**config.mk**
```make
export PLATFORM = sky130hd
export DESIGN_NAME = ripple_carry_adder
export DESIGN_NICKNAME = d
export VERILOG_FILES = /design/src/rtl/ripple_carry_adder.sv
export SDC_FILE = /design/constraint.sdc
export NUM_CORES = 1
export LEC_CHECK = 0
export BUFFER_PORTS_ARGS = -buffer_cell sky130_fd_sc_hd__buf_2
export CAP_MARGIN = 20
export CORE_AREA = 2 2 39 41
export CTS_CLUSTER_DIAMETER = 200
export DETAILED_ROUTE_END_ITERATION = 12
export DIE_AREA = 0 0 41 43
export PLACE_DENSITY = 0.47
export SKIP_LAST_GASP = 1
export SYNTH_ARGS = -nofsm -noshare
export SYNTH_HDL_FRONTEND = slang
export SYNTH_HIERARCHICAL = 1
export SYNTH_SLANG_ARGS = --single-unit
```
**constraint.sdc**
```tcl
create_clock -name clk -period 1.5 [get_ports clk]
set_input_delay 0.15 -clock clk [delete_from_list [all_inputs] [get_ports clk]]
set_output_delay 0.15 -clock clk [all_outputs]
set_load 0.03 [all_outputs]
```
**src/rtl/ripple_carry_adder.sv**
```systemverilog
// Registered ripple-carry adder: a chain of one-bit full-adder cells
// feeding a single output register with valid, carry and signed overflow.

module rca_cell (
    input  logic a,
    input  logic b,
    input  logic c_in,
    output logic s,
    output logic c_out
);

    logic p;

    assign p     = a ^ b;
    assign s     = p ^ c_in;
    assign c_out = (a & b) | (c_in & p);

endmodule

module ripple_carry_adder #(
    parameter int WIDTH = 2
) (
    input  logic             clk,
    input  logic             rst,
    input  logic [WIDTH-1:0] a,
    input  logic [WIDTH-1:0] b,
    input  logic             c_in,
    input  logic             in_valid,
    output logic [WIDTH-1:0] sum,
    output logic             c_out,
    output logic             out_valid,
    output logic             overflow
);

    logic [WIDTH:0]   carry;
    logic [WIDTH-1:0] s_comb;

    assign carry[0] = c_in;

    for (genvar i = 0; i < WIDTH; i++) begin : g_cell
        rca_cell u_cell (
            .a     (a[i]),
            .b     (b[i]),
            .c_in  (carry[i]),
            .s     (s_comb[i]),
            .c_out (carry[i+1])
        );
    end

    // Result registers hold their value on idle cycles; only out_valid pulses.
    always_ff @(posedge clk) begin
        if (rst) begin
            sum       <= '0;
            c_out     <= 1'b0;
            overflow  <= 1'b0;
            out_valid <= 1'b0;
        end else begin
            out_valid <= in_valid;
            if (in_valid) begin
                sum      <= s_comb;
                c_out    <= carry[WIDTH];
                overflow <= carry[WIDTH] ^ carry[WIDTH-1];
            end
        end
    end

endmodule

```
==> results of run 1 <==
==> path summary, 6_finish.rpt <==
| check | start | end | slack (ns) |
|---|---|---|---|
| worst max-delay path | a[0] | overflow$_SDFFE_PP0P_ | 0.17 |
| worst min-delay path | rst | overflow$_SDFFE_PP0P_ | 0.15 |
| worst max register to register | overflow$_SDFFE_PP0P_ | overflow$_SDFFE_PP0P_ | 0.87 |
| worst min register to register | sum[1]$_SDFFE_PP0P_ | sum[1]$_SDFFE_PP0P_ | 0.49 |
==> layout make-up <==
| type | instances | area [µm²] |
|---|---|---|
| multi-input combinational | 12 | 113 |
| tap | 16 | 20.0 |
| fill | 154 | 1060 |
| sequential | 5 | 100 |
| clock buffer | 4 | 26.3 |
| timing repair buffer | 13 | 67.6 |
==> layout by cell type (no fill, tap or decap) <==
master	count
nor2b_1	1
buf_4	1
a211oi_2	1
clkbuf_1	1
mux2i_1	3
buf_2	12
fa_1	2
xnor2_1	1
dfxtp_1	5
nor2_1	4
clkbuf_4	3
==> per-layer routing <==
layer / track usage / wire length [µm]
met1: 0.0874 / 228
met2: 0.0781 / 153
met3: 0.0785 / 90
met4: 0.0600 / 4
met5: 0 / 0
==> logic make-up after synthesis <==
family / Yosys count / synth area share
and+or+nand+nor: 5 / 0.0966
adders and majority gates: 2 / 0.182
DFF: 5 / 0.455
buffers and inverters: 1 / 0.0341
muxes: 3 / 0.136
AOI/OAI and AO/OA: 1 / 0.0568
xor gates and xnor gates: 1 / 0.0398
==> synthesized netlist by cell type <==
master    number
a211oi_2       1
buf_4          1
dfxtp_1        5
fa_1           2
mux2i_1        3
nor2_1         4
nor2b_1        1
xnor2_1        1
==> power by group through the flow <==
| stage | registers [mW] | logic [mW] | clock network (mW) |
|---|---|---|---|
| 2_1_floorplan | 0.174 | 0.0322 | 0 |
| 3_3_place_gp | 0.152 | 0.0852 | 0 |
| 3_5_place_dp | 0.152 | 0.0856 | 0 |
| 4_1_cts | 0.149 | 0.0861 | 0.164 |
| 5_1_grt | 0.151 | 0.0938 | 0.180 |
| 6_report | 0.149 | 0.0844 | 0.154 |
==> per-stage QoR <==
stage          TNS (ns)  total power [mW]  std cells  setup WS [ns]  hold WS [ns]
3_5_place_dp    -0.0696             0.237         46        -0.0696         0.393
2_1_floorplan         0             0.206         18         0.0771         0.215
6_report              0             0.388         50          0.172         0.146
4_1_cts               0             0.400         50          0.172         0.136
5_1_grt               0             0.424         50          0.113         0.140
3_3_place_gp    -0.0681             0.237         46        -0.0681         0.394
==> registers in the layout, summed over array words and instances, names as in the netlist <==
name / count
c_out: 1
out_valid: 1
sum: 2
overflow: 1
==> critical path, stage by stage <==
cell and delay [ns]:
buf_2 0.11, fa_1 0.45, fa_1 0.42, xnor2_1 0.15, a211oi_2 0.21
==> metrics.cfg, run 1 <==
[floorplanning]
die_w_um=41
dieArea_mm2=0.00176
ios=13
initial_core_util=0.159
fp.dieH_um=43
placementRows=14
coreArea_mm2=0.00138

[route]
vias=183
wl_um=477
wl_per_cell_um=9.54
drtIter0Drc=4
drtAntennaViolNets=0
dr.pass1.iters=3
viasPerCell=3.66
route.detailed.drc=0

[placed_design]
placed_area_um2=300
portBuffers=12
gp_congestion=0.648

[layout]
finalNetCount=45
drive_gt1_frac=0.500
post-route-util=0.236
final_area_um2=327
antenna_cells=0
syn_to_final_growth_pct=48.3

[clock_tree]
postCtsResizedCells=0
insertion_delay_ns=0.24
cts_tree=built
htreeDepth=1
cts_root_buf=clkbuf_4
hold_buffers=0
cts.path.max_buffers=2
clock-sinks=5
clkTransAtPathRegs_ns=0.04
cts_made_buffers=3
post-cts-setup-buffer-count=0

[logic_synthesis]
synth.distinct_cells=8
synth_fp_nets=28
synth_seq_cells=5
synth_top_area_frac=0.455
yosysTopAreaCell=dfxtp_1
yosys_warnings=6
ys_seq_area_frac=0.455
yosys-top-cells-area=dfxtp_1 (45%), fa_1 (18%), mux2i_1 (14%)
postSynthCellCount=18
synthesis.area_um2=220
synth.avg_cell_area_um2=12.2

[power_and_ir_drop]
power_density_mw_per_mm2=1190
pwr-share-clk=0.398
p_leak_nw=0.159
comb_power_share=0.217
switching_share=0.279
ir_worst_vdd_mv=0.493
netSwitchingPower_mw=0.108
power_frac_seq=0.385
intPower_mw=0.280

[sta]
slew_viol_final=0
rsz0062_at_grt=false
period_needed_ns=1.33
hold_viol=0
setup_violations=0
skew_ns=0
fmax_mhz=753
tightest_slew_ns=0.161
maxSlewHeadroom=0.892
min_period_over_period=0.885

[setup_path]
reg2regPathDepth=2
crit_fanout=2
critPathKind=in2reg
cp_data_arrival_time_ns=1.49
crit_required_ns=1.66
end_kind=flop
worst_setup_path_start_kind=input pin

[run_status]
status=finished, final reports clean

[min_path]
holdPathStages=2
hp-class=in2reg

[run]
max_cap_viol_count=0

[global_routing]
grt_pass1_vias=192
grt_usage=0.0765
overflow=0
grt_max_degree=7
grt_pass1_wl_um=752
grt_antenna_before_repair=0

Note: power is estimated with default switching activity, not from simulation.
==> run 2, diff against run 1 <==
--- a/config.mk
+++ b/config.mk
@@ -11,7 +11,6 @@
 export CTS_CLUSTER_DIAMETER = 200
 export DETAILED_ROUTE_END_ITERATION = 12
 export DIE_AREA = 0 0 41 43
-export PLACE_DENSITY = 0.47
 export SKIP_LAST_GASP = 1
 export SYNTH_ARGS = -nofsm -noshare
 export SYNTH_HDL_FRONTEND = slang
==> run 2 against run 1 <==
Compared with the run above: wire length shrank 4.6%; final area is the same; setup slack gained 0.00079 ns.
==> metrics.cfg, run 2 (same netlist as run 1, synthesis figures left out) <==
[clock_tree]
clkTransAtPathRegs_ns=0.05  ; about the same
htreeDepth=1  ; unchanged
insertion_delay_ns=0.24  ; about the same
postCtsResizedCells=0  ; unchanged
cts_tree=built
cts_made_buffers=3  ; unchanged
post-cts-setup-buffer-count=0  ; unchanged
clock-sinks=5  ; unchanged
hold_buffers=0  ; unchanged
cts.path.max_buffers=2  ; unchanged
cts_root_buf=clkbuf_4

[setup_path]
cpMostUsedCell=fa_1
end_kind=flop
slowest_delay_ns=0.45  ; about the same
cp_slowest_cell=fa_1
crit_required_ns=1.67  ; about the same
worst_setup_path_start_kind=input pin
cp_data_arrival_time_ns=1.50  ; about the same
crit_fanout=2  ; unchanged
crit_chain=buf_2, fa_1, fa_1, xnor2_1, a211oi_2
worst-path-buf-inv=1  ; unchanged
critPathKind=in2reg
cp_top_family=adder cells

[layout]
largest_reg_flops=2  ; unchanged
drive_gt1_frac=0.500  ; unchanged
top_register=sum
antenna_cells=0  ; unchanged
syn_to_final_growth_pct=48.3  ; unchanged
layout_commonest_cell=buf_2
layout_common_cells=buf_2 (12), dfxtp_1 (5), nor2_1 (4)
final_area_um2=327  ; unchanged
finalNetCount=45  ; unchanged
instances_no_fill=50  ; unchanged

[sta]
hold_viol=0  ; unchanged
min_period_over_period=0.885  ; about the same
period_needed_ns=1.33  ; -0.000786 ns
rsz0062_at_grt=false
maxSlewHeadroom=0.866  ; -0.0261
fmax_mhz=753  ; about the same
setup_ws_ns=0.173  ; +0.000786 ns
setup_violations=0  ; unchanged
skew_ns=0  ; unchanged
slew_viol_final=0  ; unchanged
tightest_slew_ns=0.200  ; +0.0388 ns
fin_tns_setup_ns=0  ; unchanged

[route]
drtAntennaViolNets=0  ; unchanged
route.detailed.drc=0  ; unchanged
dr.pass1.iters=2  ; -1
vias=183  ; unchanged
wl_um=455  ; -4.6%
drtIter0Drc=2  ; -2
wl_per_cell_um=9.10  ; -4.6%
viasPerCell=3.66  ; unchanged

[min_path]
hp-class=in2reg

[placed_design]
pre_cts_ws_ns=-0.0809  ; -0.0114 ns
hpwl_um=333
place_inst=46  ; unchanged
placed_area_um2=300  ; unchanged
gp_congestion=0.625  ; -3.5%
portBuffers=12  ; unchanged

[floorplanning]
initial_core_util=0.159  ; unchanged
dieArea_mm2=0.00176  ; unchanged
ios=13  ; unchanged
coreArea_mm2=0.00138  ; unchanged
die_w_um=41  ; unchanged
placementRows=14  ; unchanged
fp.dieH_um=43  ; unchanged

[global_routing]
grt_usage=0.0737  ; -0.00280
gr-usage-met1=0.0850  ; -0.00241
grt_pass1_vias=153  ; -20%
top_usage_layer=met1
grt_max_degree=7  ; unchanged
overflow=0  ; unchanged
grt_pass1_wl_um=710  ; -5.6%
grt_use_met3=0.0785  ; unchanged
met2_usage=0.0625  ; -0.0156
grt_antenna_before_repair=0  ; unchanged

[power_and_ir_drop]
power_mw=0.395  ; +1.8%
p_leak_nw=0.159  ; unchanged
power_density_mw_per_mm2=1210  ; +1.8%
ir_worst_vdd_mv=0.324  ; -34%

[run_status]
status=finished, final reports clean

[run]
max_cap_viol_count=0  ; unchanged

run 2: cell type report:
type	instances	area (µm²)
Fill cell	156	1060
Multi-Input combinational cell	12	113
Tap cell	16	20.0
Sequential cell	5	100
Clock buffer	4	26.3
Timing Repair Buffer	13	67.6
run 2: final timing paths:
| kind | start | endpoint | slack (ns) | cells after the start |
|---|---|---|---|---|
| max reg2reg | overflow$_SDFFE_PP0P_ | overflow$_SDFFE_PP0P_ | 0.89 | 2 |
| min | rst | overflow$_SDFFE_PP0P_ | 0.13 | 2 |
| min reg2reg | sum[0]$_SDFFE_PP0P_ | sum[0]$_SDFFE_PP0P_ | 0.49 | 2 |
| max | a[0] | overflow$_SDFFE_PP0P_ | 0.17 | 5 |
run 2: metrics by stage:
| stage | hold WS [ns] | util |
|---|---|---|
| 2_1_floorplan | 0.215 | - |
| 3_3_place_gp | 0.385 | 0.217 |
| 3_5_place_dp | 0.390 | 0.217 |
| 4_1_cts | 0.113 | 0.236 |
| 5_1_grt | 0.118 | 0.236 |
| 6_report | 0.126 | 0.236 |
run 2: per-layer routing:
layer | vias to the layer above | part of all wire | routed length, µm
li1 | 89 | - | -
met1 | 74 | 0.47 | 213
met2 | 16 | 0.28 | 129
met3 | 4 | 0.19 | 86
met4 | 0 | 0.055 | 25
met5 | - | 0 | 0
run 2: where the power goes:
group | switching (mW) | internal (mW)
sequential | 0.00504 | 0.145
combinational | 0.0494 | 0.0345
clock | 0.0604 | 0.101
